==> config.mk <==
export PLATFORM = sky130hd
export DESIGN_NAME = arbiter_2to1
export DESIGN_NICKNAME = d
export VERILOG_FILES = /design/src/rtl/arbiter_2to1.sv
export SDC_FILE = /design/constraint.sdc
export NUM_CORES = 1
export LEC_CHECK = 0
export CAP_MARGIN = 20
export CORE_UTILIZATION = 42
export DETAILED_ROUTE_END_ITERATION = 8
export MAX_ROUTING_LAYER = met4
export PLACE_DENSITY = 0.93
export SLEW_MARGIN = 20
export SYNTH_ARGS = -nofsm -noshare
export SYNTH_HDL_FRONTEND = slang
export SYNTH_SLANG_ARGS = --single-unit
==> constraint.sdc <==
create_clock -name clk -period 2.7 [get_ports clk]
set_input_delay 0.54 -clock clk [delete_from_list [all_inputs] [get_ports clk]]
set_output_delay 0.54 -clock clk [all_outputs]
set_load 0.01 [all_outputs]
==> src/rtl/arbiter_2to1.sv <==
// Round-robin 2:1 arbiter between two processing slaves and a shared result FIFO.
// The granted beat is registered onto the slvx stream one cycle after acceptance.
module arbiter_2to1 #(
  parameter int unsigned DW = 32
) (
  input  logic          clk,
  input  logic          rst_n,
  input  logic          fifo_full_i,
  input  logic          mstr0_cmplt_i,
  input  logic [1:0]    slv0_mode_i,
  input  logic [1:0]    slv1_mode_i,
  input  logic          slv0_data_valid_i,
  input  logic          slv1_data_valid_i,
  input  logic [7:0]    slv0_proc_valid_i,
  input  logic [7:0]    slv1_proc_valid_i,
  input  logic [DW-1:0] slv0_data_i,
  input  logic [DW-1:0] slv1_data_i,
  output logic [1:0]    slvx_mode_o,
  output logic          slvx_data_valid_o,
  output logic [7:0]    slvx_proc_val_o,
  output logic [DW-1:0] slvx_data_o,
  output logic          slv0_ready_o,
  output logic          slv1_ready_o
);

  typedef enum logic {StPri0, StPri1} pri_e;

  pri_e          pri_q, pri_d;
  logic [DW-1:0] data_q, data_d;
  logic [1:0]    mode_q, mode_d;
  logic [7:0]    pv_q, pv_d;
  logic          dv_q, dv_d;
  logic          req0, req1;
  logic          grant0, grant1;

  // Case equality keeps X/Z requests from being granted in simulation.
  assign req0 = (slv0_data_valid_i === 1'b1);
  assign req1 = (slv1_data_valid_i === 1'b1);

  always_comb begin
    grant0 = 1'b0;
    grant1 = 1'b0;
    if (rst_n && !fifo_full_i) begin
      if (req0 && req1) begin
        grant0 = (pri_q == StPri0);
        grant1 = (pri_q == StPri1);
      end else begin
        grant0 = req0;
        grant1 = req1;
      end
    end
  end

  assign slv0_ready_o = grant0;
  assign slv1_ready_o = grant1;

  always_comb begin
    pri_d  = pri_q;
    data_d = data_q;
    mode_d = mode_q;
    pv_d   = pv_q;
    dv_d   = 1'b0;
    if (grant0) begin
      data_d = slv0_data_i;
      mode_d = slv0_mode_i;
      pv_d   = slv0_proc_valid_i;
      dv_d   = 1'b1;
      pri_d  = StPri1;
    end else if (grant1) begin
      data_d = slv1_data_i;
      mode_d = slv1_mode_i;
      pv_d   = slv1_proc_valid_i;
      dv_d   = 1'b1;
      pri_d  = StPri0;
    end
    // Master-0 completion re-arms slave 0 regardless of this cycle's grant.
    if (mstr0_cmplt_i) begin
      pri_d = StPri0;
    end
  end

  always_ff @(posedge clk or negedge rst_n) begin
    if (!rst_n) begin
      pri_q  <= StPri0;
      data_q <= '0;
      mode_q <= '0;
      pv_q   <= '0;
      dv_q   <= 1'b0;
    end else begin
      pri_q  <= pri_d;
      data_q <= data_d;
      mode_q <= mode_d;
      pv_q   <= pv_d;
      dv_q   <= dv_d;
    end
  end

  assign slvx_data_o       = data_q;
  assign slvx_mode_o       = mode_q;
  assign slvx_proc_val_o   = pv_q;
  assign slvx_data_valid_o = dv_q;

endmodule

Word-level counts from Yosys, hierarchy flattened
Cells that the tools add are included.
{"block": "totals", "inputBits": 90, "register_bits": 44, "output_inout_bits": 45}
{"block": "op_classes", "reduce_logical": 5, "n_eq_ne": 2, "bitwise": 1, "mux": 15}
{"operator": "32-bit two-way mux", "count": 2}
{"operator": "8-bit two-way mux", "count": 2}
{"operator": "1-bit two-way mux", "count": 9}
{"operator": "2-bit two-way mux", "count": 2}
{"operator": "3-bit nonzero test", "count": 1}
{"operator": "1-bit === test, second input constant", "count": 2}
{"operator": "1-bit logical AND", "count": 2}
{"operator": "2-bit nonzero test", "count": 1}
{"operator": "1-bit zero test", "count": 1}
{"operator": "1-bit inverter", "count": 1}

Longest topological paths before layout
{"block": "depth", "depth_word": 7, "depth_mapped": 5}

Worst setup path after synthesis
OpenSTA, ideal clock, no wires.
{"block": "synth_path", "path_type": "in2out", "startpoint": "input slv0_data_valid_i", "endpoint": "output slv1_ready_o", "stages": 4, "slack_ns": 0.963, "t_arrival_ns": 1.197, "required_time_ns": 2.160, "cell_sequence": "buf_2 clkbuf_1 nor2b_1 nor2_1"}
{"block": "synth_between", "elab_chain_len": 4}
{"element": "start: declaration", "line_no": "12", "source": "input logic slv0_data_valid_i,"}
{"element": "1-bit === test", "line_no": "37", "source": "assign req0 = (slv0_data_valid_i === 1'b1);"}
{"element": "1-bit logical AND", "line_no": "44", "source": "if (req0 && req1) begin"}
{"element": "1-bit two-way mux", "line_no": "44"}
{"element": "1-bit two-way mux", "line_no": "43", "source": "if (rst_n && !fifo_full_i) begin"}
{"element": "end: declaration", "line_no": "23", "source": "output logic slv1_ready_o"}
Every way passes these cells.

Worst setup path after layout
Ends and elaborated chain as after synthesis.

==> results by stage <==
Floorplan:
- Pin placement for this block handled 135 I/O pins.
- The initial cell density of the core is 0.440.
- The die is 78.2 um wide.
- The floorplan die area is 6120 um^2.
- The chip height is 78.2 um.
- After floorplanning, the core was divided into 27 placement rows.
- The total core area is 5540 um^2.

Power and ir drop:
- The post-route total power is 1.96 mW.
- The leakage power summed over all cells is 1.55 nW.
- The maximum ir drop on the vdd rail is 0.270 mV.
- Power spread over the standard cell area amounts to 496 nW/um^2.

Timing:
- Between clock sinks in the finished design, the worst skew comes to 0.0137 ns.
- The timing-limited maximum frequency is 0.406 GHz.
- Setup slack closes at 0.237 ns.
- Headroom to the max-slew limit came out at 0.613.
- The total count of hold-check failures in the final report was 0.
- For the final routed database, the setup TNS stands at 0 ns.
- For the finished layout, the period the worst path requires is 2.46 ns.
- On the final layout, the worst hold slack is 0.259 ns.
- Setup repair after global routing left no endpoint under its margin.
- The max-slew violation count is 0.
- The final number of setup-violating endpoints is 0.
- The fraction of the cycle the final worst path needs is 0.912.
- At the pin with the least slew margin, the transition time is 0.578 ns.

Yosys:
- Of the total synthesized cell area, the portion taken by full adders, half adders and majority gates is 0.
- Summing every instance area after synthesis gives 2440 um^2.
- The proportion of synthesized area in mux cells is 0.
- The dominant combinational cell family by area after synthesis is simple AND/OR/NAND/NOR gates.
- Yosys printed 0 warnings.
- Synthesis inferred 44 register bits.
- The mean cell area of the mapped netlist is 11.4 um^2.
- Of the total synthesized cell area, the portion taken by XOR and XNOR cells is 0.
- The number of distinct library cells after synthesis is 18.
- The share of the Yosys chip area taken by registers is 0.451.
- The complex-gate fraction of the synthesized area is 0.179.
- Synthesis produced a netlist whose cell count is 214.
- The basic-gate share of the synthesized area counting and, or, nand and nor cells is 0.307.
- The synthesized net count is 304.

Route:
- The via count is 2416.
- The remaining routing DRC violations is 0.
- The detail route stage leaves a number of antenna-violating nets equal to 0.
- The total routed wirelength is 7.65 mm.
- After detailed routing, the average wire length per cell comes to 18.6 um.
- For this block, the initial DRC count from the detailed router was 132.
- Dividing the detail-routed via count by the number of cells gives 5.89.
- The first-pass detailed-route iteration total is 4.

Critical path:
- The path type of the worst setup path is primary input to primary output.
- The kind of end point of the critical path is a primary output.
- The stage delay of the slowest cell on the critical path is 0.55 ns.
- The most numerous cell type found on the critical path is sky130_fd_sc_hd__clkdlybuf4s50_1.
- The critical path data arrival time is 1.92 ns.
- The peak fanout along the critical path is 4.
- The nature of the critical path startpoint is a primary input.
- Among all stages on the critical path, the largest delay is contributed by sky130_fd_sc_hd__clkdlybuf4s50_1.
- The data required time at the worst endpoint is 2.16 ns.
- The signal on the critical path passes through clkdlybuf4s50_1, nor2b_1, nor2_1, clkdlybuf4s50_1.

Placement:
- The number of buffer cells added on primary ports is 134.
- OpenSTA, run right after detailed placement, puts the worst setup slack at 0.156 ns.
- The HPWL after detailed placement is 5.20 mm.
- The placer's final routability congestion estimate is 0.754.

Cells and area:
- The number of nets in the layout is 427.
- The utilization of the core after routing is 0.713.
- The proportion of layout cells with a drive suffix above 1 is 0.0799.
- The sequential cells in the finished layout cover a total of 1100 um^2.
- The area taken by multi-input logic gates is 1200 um^2.
- 0 antenna diodes ended up in the layout.
- Counting the fill cells in the layout gives 417.
- From synthesis to final layout, the design area changed by 61.8%.

CTS:
- The clock tree root buffer cell is sky130_fd_sc_hd__clkbuf_8.
- The post-CTS clock slew at the launch and capture registers of the worst setup and hold paths is 0.09 ns.
- Clock latency on the worst-skew pair, taken at its later pin, is 0.30 ns.
- Buffers inserted during clock tree synthesis total 5.
- After clock tree synthesis, the setup repair step added 0 buffers.
- TritonCTS built the clock tree.
- The clock tree synthesis step divided the H-tree into 2 levels.
- After clock tree synthesis, the flow added hold-fix buffers numbering 0.
- The number of gates given a new drive strength after cts is 0.
- CTS saw 44 sinks.
- The buffer levels on the longest clock path is 2.

GRT:
- The layer flagged by global routing as most heavily used is met2.
- The via count of the first global-routing pass was 2427.
- The largest net degree at the start of global routing is 45.
- The met3 global-route usage is 0.0430.
- For this run the aggregate overflow at the end of global routing stands at 0.
- The met2 track utilization from global routing is 0.429.
- The first global-routing pass estimated 12.0 mm of wire.
- The number of antenna violations at the first check in global routing is 0.
- For met1 alone, demand over resource in global routing was 0.317.
- The global routing usage summed across all routing layers is 0.257.

Run:
- The number of max-capacitance violations reported is 0.

Status:
- The flow ran to the end, and the final reports show no timing, DRC or antenna violations.

Hold path:
- The worst hold path belongs to the class primary input to asynchronous set/reset pin.
report_power, final:
group	internal, mW	total, mW	switching, mW
sequential	0.774	0.851	0.0771
clock	0.205	0.431	0.226
combinational	0.437	0.677	0.239
cell type report:
type                       instances  share of cell area
tap                               72              0.0228
clock buffer                       6              0.0209
multi-input combinational        137               0.305
clock inverter                     2             0.00253
inverter                           2             0.00190
sequential                        44               0.279
timing repair buffer             147               0.368
cell usage in the layout (no fill, tap or decap), drive strengths merged:
cell type	instances
dfrtp	44
clkinv	2
a22oi	1
buf	14
nand3b	1
a221o	42
and4	42
clkbuf	6
nand2	1
nor2	3
clkdlybuf4s50	133
nor2b	2
nand3	1
nor3b	42
inv	2
o21ai	1
nand2b	1
flip-flops by register name, summed over array words and instances, names as in the netlist:
name               count
slvx_data_valid_o      1
slvx_data_o           32
slvx_proc_val_o        8
slvx_mode_o            2
pri_q                  1
through the flow:
stage          cells  instance area [um^2]
5_1_grt          410                  3950
3_3_place_gp     401                  3830
4_1_cts          409                  3920
6_report         410                  3950
2_1_floorplan    214                  2440
3_5_place_dp     401                  3830
worst max-delay path, delay by kind of cell:
family,cells,cell delay (ns)
buf+inv,2,1.06
simple gates,2,0.32
worst paths after layout:
path | slack [ns] | depth (start not counted) | from | to
min | 0.26 | 2 | rst_n | slvx_data_o[17]
max | 0.24 | 4 | slv0_data_valid_i | slv1_ready_o
max reg2reg | 1.32 | 4 | pri_q | slvx_data_o[23]
min in group clk | 0.52 | 1 | slvx_data_o[6] | slvx_data_o[6]
max in group asynchronous | 2.16 | 2 | rst_n | slvx_data_o[27]
min reg2reg | 0.52 | 1 | slvx_data_o[6] | slvx_data_o[6]
layer usage:
layer,part of all wire,wire length (um)
met1,0.41,3170
met2,0.51,3910
met3,0.052,399
met4,0.022,172
met5,0,0
kinds of logic (layout without fill, tap and decap cells):
group,after synthesis,after routing
AOI/OAI and AO/OA,44,44
DFF,44,44
and+or+nand+nor,93,93
buffers and inverters,33,157
synth_stat cells (all sizes together):
library cell | n | area share
dfrtp | 44 | 0.45
a221o | 42 | 0.17
and4 | 42 | 0.15
nor3b | 42 | 0.13
buf | 18 | 0.039
clkbuf | 13 | 0.020
nor2 | 3 | 0.0056
inv | 2 | 0.0031
nor2b | 2 | 0.0062
a22oi | 1 | 0.0031
nand2 | 1 | 0.0026
nand2b | 1 | 0.0026
nand3 | 1 | 0.0072
nand3b | 1 | 0.0031
o21ai | 1 | 0.0036
Power figures use the tool's default switching activity.
